### config.mk
export PLATFORM = sky130hd
export DESIGN_NAME = led_sequencer
export DESIGN_NICKNAME = d
export VERILOG_FILES = /design/src/rtl/led_seq_pkg.sv /design/src/rtl/led_seq_prescaler.sv /design/src/rtl/led_sequencer.sv
export SDC_FILE = /design/constraint.sdc
export NUM_CORES = 1
export LEC_CHECK = 0
export CORE_MARGIN = 3
export CORE_UTILIZATION = 55
export DETAILED_ROUTE_END_ITERATION = 10
export GPL_ROUTABILITY_DRIVEN = 1
export PLACE_DENSITY = 0.86
export SETUP_SLACK_MARGIN = 0.1
export SKIP_CTS_REPAIR_TIMING = 1
export SLEW_MARGIN = 25
export SYNTH_ARGS = -nofsm -noshare
export SYNTH_HDL_FRONTEND = slang
export SYNTH_SLANG_ARGS = --single-unit
### constraint.sdc
create_clock -name clk_i -period 6.55 [get_ports clk_i]
set_clock_uncertainty 0.1 [all_clocks]
set_input_delay 1.31 -clock clk_i [delete_from_list [all_inputs] [get_ports clk_i]]
set_output_delay 1.31 -clock clk_i [all_outputs]
set_load 0.05 [all_outputs]
### src/rtl/led_seq_pkg.sv
// Shared encodings for the LED sequencer: display modes and bounce direction.
package led_seq_pkg;

    typedef enum logic [1:0] {
        MODE_GROUP     = 2'd0,
        MODE_REPLICATE = 2'd1,
        MODE_BOUNCE    = 2'd2,
        MODE_FILL      = 2'd3
    } mode_e;

    typedef enum logic {
        DIR_UP   = 1'b0,
        DIR_DOWN = 1'b1
    } dir_e;

endpackage

### src/rtl/led_seq_prescaler.sv
// Free-running prescaler: one step every 2^DIV_W enabled clocks, plus a
// registered one-cycle tick strobe aligned with the state update.
module led_seq_prescaler #(
    parameter int DIV_W = 23
) (
    input  logic clk_i,
    input  logic rst_i,
    input  logic en_i,
    output logic step,
    output logic tick_o
);

    logic [DIV_W-1:0] div_p0;

    assign step = en_i && (&div_p0);

    always_ff @(posedge clk_i) begin
        if (rst_i) begin
            div_p0 <= '0;
            tick_o <= 1'b0;
        end else begin
            tick_o <= step;
            if (step) begin
                div_p0 <= '0;
            end else if (en_i) begin
                div_p0 <= div_p0 + DIV_W'(1);
            end
        end
    end

endmodule

### src/rtl/led_sequencer.sv
// LED pattern sequencer: GROUP / REPLICATE / BOUNCE / FILL patterns advanced
// once per prescaler step; mode changes take effect only on a step edge.
module led_sequencer
    import led_seq_pkg::*;
#(
    parameter int DIV_W = 23,
    parameter int LED_N = 12,
    parameter int GRP_W = 4
) (
    input  logic             clk_i,
    input  logic             rst_i,
    input  logic             en_i,
    input  logic [1:0]       mode_i,
    output logic [LED_N-1:0] led,
    output logic             tick_o
);

    localparam int NGRP   = LED_N / GRP_W;
    localparam int SEL_W  = (NGRP > 1) ? $clog2(NGRP) : 1;
    localparam int CNT_W  = GRP_W + SEL_W;
    localparam int POS_W  = (LED_N > 1) ? $clog2(LED_N) : 1;
    localparam int FILL_W = $clog2(LED_N + 1);

    localparam logic [CNT_W-1:0]  CNT_LAST  = CNT_W'(NGRP * (2 ** GRP_W) - 1);
    localparam logic [POS_W-1:0]  POS_LAST  = POS_W'(LED_N - 1);
    localparam logic [POS_W-1:0]  POS_PREV  = POS_W'((LED_N > 1) ? LED_N - 2 : 0);
    localparam logic [FILL_W-1:0] FILL_LAST = FILL_W'(LED_N);

    logic              step;
    mode_e             mode_q,  mode_d;
    logic [CNT_W-1:0]  cnt_q,   cnt_d;
    logic [POS_W-1:0]  pos_q,   pos_d;
    dir_e              dir_q,   dir_d;
    logic [FILL_W-1:0] fill_q,  fill_d;

    led_seq_prescaler #(
        .DIV_W (DIV_W)
    ) u_prescaler (
        .clk_i  (clk_i),
        .rst_i  (rst_i),
        .en_i   (en_i),
        .step   (step),
        .tick_o (tick_o)
    );

    always_ff @(posedge clk_i) begin
        if (rst_i) begin
            mode_q <= MODE_GROUP;
            cnt_q  <= '0;
            pos_q  <= '0;
            dir_q  <= DIR_UP;
            fill_q <= '0;
        end else begin
            mode_q <= mode_d;
            cnt_q  <= cnt_d;
            pos_q  <= pos_d;
            dir_q  <= dir_d;
            fill_q <= fill_d;
        end
    end

    // A differing request on a step edge restarts the pattern instead of advancing it.
    always_comb begin
        mode_d = mode_q;
        cnt_d  = cnt_q;
        pos_d  = pos_q;
        dir_d  = dir_q;
        fill_d = fill_q;
        if (step) begin
            if (mode_e'(mode_i) != mode_q) begin
                mode_d = mode_e'(mode_i);
                cnt_d  = '0;
                pos_d  = '0;
                dir_d  = DIR_UP;
                fill_d = '0;
            end else begin
                case (mode_q)
                    MODE_GROUP, MODE_REPLICATE: begin
                        cnt_d = (cnt_q == CNT_LAST) ? '0 : cnt_q + CNT_W'(1);
                    end
                    MODE_BOUNCE: begin
                        if (LED_N > 1) begin
                            if (dir_q == DIR_UP) begin
                                if (pos_q == POS_LAST) begin
                                    dir_d = DIR_DOWN;
                                    pos_d = POS_PREV;
                                end else begin
                                    pos_d = pos_q + POS_W'(1);
                                end
                            end else begin
                                if (pos_q == '0) begin
                                    dir_d = DIR_UP;
                                    pos_d = POS_W'(1);
                                end else begin
                                    pos_d = pos_q - POS_W'(1);
                                end
                            end
                        end
                    end
                    MODE_FILL: begin
                        fill_d = (fill_q == FILL_LAST) ? '0 : fill_q + FILL_W'(1);
                    end
                    default: ;
                endcase
            end
        end
    end

    always_comb begin
        led = '0;
        case (mode_q)
            MODE_GROUP: begin
                for (int g = 0; g < NGRP; g++) begin
                    if (cnt_q[CNT_W-1 -: SEL_W] == SEL_W'(g)) begin
                        led[g*GRP_W +: GRP_W] = cnt_q[GRP_W-1:0];
                    end
                end
            end
            MODE_REPLICATE: begin
                for (int g = 0; g < NGRP; g++) begin
                    led[g*GRP_W +: GRP_W] = cnt_q[GRP_W-1:0];
                end
            end
            MODE_BOUNCE: begin
                for (int i = 0; i < LED_N; i++) begin
                    led[i] = (pos_q == POS_W'(i));
                end
            end
            MODE_FILL: begin
                for (int i = 0; i < LED_N; i++) begin
                    led[i] = (FILL_W'(i) < fill_q);
                end
            end
            default: ;
        endcase
    end

endmodule

==> run summary <==
Status -> finished, final reports clean
DR iter-0 viols -> 201
R2R cell count -> 5
Fmax -> 0.240 GHz
Hold crit path type -> flip-flop to flip-flop
Clock latency on the worst-skew pair -> 0.30 ns
Mapped cell area -> 0.00263 sq mm
Worst-Margin Slew -> 0.822 ns
GR Util met1 -> 0.267
VDD IR max -> 0.141 mV
Hpwl dp -> 4080 um
Post-Route WL -> 5630 um
Sequential share of power -> 0.587
IO Port Bufs -> 17
Leakage power -> 0.932 nW
WHS Path Cells -> 2
Sw Ratio -> 0.229
Synth top area cells -> dfxtp_1 (31%), nor2_1 (5.7%), ha_1 (5.2%)
CTS tree -> built
Synth-to-layout area growth -> 9.09%
CTS Buf Count -> 5
Grt met3 use -> 0.0467
Core area -> 0.00447 sq mm
DR WL/cell -> 14.3 um
Levels on crit path -> 5
RSZ-0062 raised after global routing -> no
Post-route DRC -> 0
Die Y -> 75.2 um
DR vias/cell -> 5.99
Relative slew slack -> 0.451
Vias in the first global route -> 2,209
Worst path cell trace -> nor2b_1 -> nand2_1 -> o22a_1 -> o21ai_0 -> clkdlybuf4s50_1
Slowest stage delay, CP -> 0.86 ns
Clock share of power -> 0.371
CP Buf/Inv Count -> 1
NetSw -> 0.0981 mW
Final hold viol count -> 0
Post-synth EDFFs -> 0
CTS root buffer -> clkbuf_8
Top post-synthesis cells by count -> dfxtp_1 (41), nor2_1 (40), nand2_1 (31)
Power Dens Cells -> 149 mW/mm^2
Worst endpoint data arrival time -> 2.76 ns
Crit-path max FO -> 27
Data required, critical path -> 5.14 ns
Row Count -> 24
GRT Util Overall -> 0.218
Top cell type's share of synthesized area -> 0.312
Max Root-Sink Buffers -> 2
Full die area -> 0.00565 sq mm
Initial antenna violation count -> 0
Type of destination of the critical path -> output pin
Die X -> 75.2 um
Setup_tns -> 0 ns
Htree depth -> 2
Maxcap violations -> 0
Largest net degree at the start of global routing -> 28
Seq cells post-synth -> 41
Comb pwr share -> 0.043
Synth Instances -> 334
Delay-heaviest family, CP -> flip-flops
Ant diodes -> 0
Layout cells sized above 1 -> 0.0468
IO Pins -> 18
Critical path type -> flip-flop to output pin
Syn_nets -> 350
Top cell type by total area after synthesis -> dfxtp_1
WHS -> 0.408 ns
Final GP Congestion -> 0.879
Primary FF master, synth -> dfxtp_1
Filler instances -> 413
Yosys Warn Count -> 0
FFs w/ async S/R, synth -> 0
Clk sinks -> 41
Netlist cell types -> 51
Number of antenna-violating nets in the routed design -> 0
Post-synthesis sequential area ratio -> 0.312
Routing usage on met2 -> 0.368
Initial core utilization -> 0.588
Crit start category -> flip-flop
Reg clk slew, reported paths -> 0.08 ns
Wire length of the first global-routing pass -> 9640 um
DRT Pass-1 Iters -> 4
Pint -> 0.331 mW
Detailed-route via count -> 2,360
NumNets Final -> 357
Fin crit share -> 0.637
Total grt overflow -> 0
Most used routing layer -> met2
Post-layout min period -> 4.17 ns
Slowest cell on crit path -> dfxtp_1
Final setup viols -> 0
Most frequent cell after synthesis -> dfxtp_1
Post-Syn Area per Cell -> 7.87 sq um
Max Slew Vio Count -> 0
[layout by cell type, fill, tap and decap left out, types with 3 or more instances in the layout]
master	instances
a211oi_1	5
a21oi_1	21
and2_1	6
and3_1	4
and4_1	5
clkbuf_8	5
clkdlybuf4s50_1	17
dfxtp_1	41
ha_1	11
inv_1	12
mux2i_1	7
nand2_1	31
nand2b_1	8
nand3_1	12
nand4_1	6
nor2_1	40
nor2b_1	7
nor3_1	10
nor3b_1	3
o211ai_1	3
o21ai_0	22
o221ai_1	6
or3_1	7
xnor2_1	15
xor2_1	4
[registers in the layout, indices dropped and copies added (netlist names)]
register / flops
cnt_q: 6
dir_q: 1
fill_q: 4
mode_q: 2
pos_q: 4
u_prescaler.div_p0: 23
u_prescaler.tick_o: 1
[cell families after synthesis]
| family | share of synthesized area |
|---|---|
| xor gates and xnor gates | 0.0633 |
| muxes | 0.0266 |
| adders and majority gates | 0.0523 |
| DFF | 0.312 |
| buffers and inverters | 0.0538 |
| AOI/OAI and AO/OA | 0.190 |
| and+or+nand+nor | 0.302 |
[cell type report]
| class | count | area (sq um) | share of cell area |
|---|---|---|---|
| Inverter | 12 | 45.0 | 0.0157 |
| Clock inverter | 3 | 17.5 | 0.00611 |
| Sequential cell | 41 | 821 | 0.286 |
| Clock buffer | 5 | 68.8 | 0.0240 |
| Multi-Input combinational cell | 263 | 1670 | 0.584 |
| Timing Repair Buffer | 18 | 178 | 0.0619 |
| Tap cell | 52 | 65.1 | 0.0227 |
[metrics by stage]
stage / utilization / instances / power, mW / area (sq um) / setup slack (ns)
after detailed placement: 0.621 / 386 / 0.275 / 2780 / 2.61
after global routing: 0.641 / 394 / 0.445 / 2870 / 2.22
after global placement: 0.621 / 386 / 0.275 / 2780 / 2.65
after floorplan: - / 334 / 0.269 / 2630 / 2.48
final: 0.641 / 394 / 0.429 / 2870 / 2.38
after CTS: 0.640 / 394 / 0.434 / 2860 / 2.40
[worst paths after layout]
check	startpoint	end	slack, ns
min	u_prescaler.div_p0[13]	u_prescaler.div_p0[13]	0.41
max	mode_q[1]	led[6]	2.38
min reg2reg	u_prescaler.div_p0[13]	u_prescaler.div_p0[13]	0.41
max reg2reg	mode_q[1]	fill_q[2]	3.89
[power by group through the flow]
stage	Sequential, mW	Clock, mW	Combinational, mW
3_5_place_dp	0.257	0	0.0181
5_1_grt	0.252	0.173	0.0203
2_1_floorplan	0.257	0	0.0117
4_1_cts	0.252	0.164	0.0183
3_3_place_gp	0.257	0	0.0175
6_report	0.252	0.159	0.0183
[metal layers]
| metal | part of all wire | wire, um |
|---|---|---|
| met5 | 0 | 0 |
| met1 | 0.45 | 2550 |
| met4 | 0.018 | 99 |
| met3 | 0.040 | 225 |
| met2 | 0.49 | 2760 |
[worst reg2reg max path, stage by stage (launching register included)]
cell	delay (ns)
dfxtp_1	0.86
xnor2_1	0.31
a22o_1	0.28
nor4_2	0.61
nand2_1	0.11
a32o_1	0.29
Note: power is estimated with default switching activity, not from simulation.
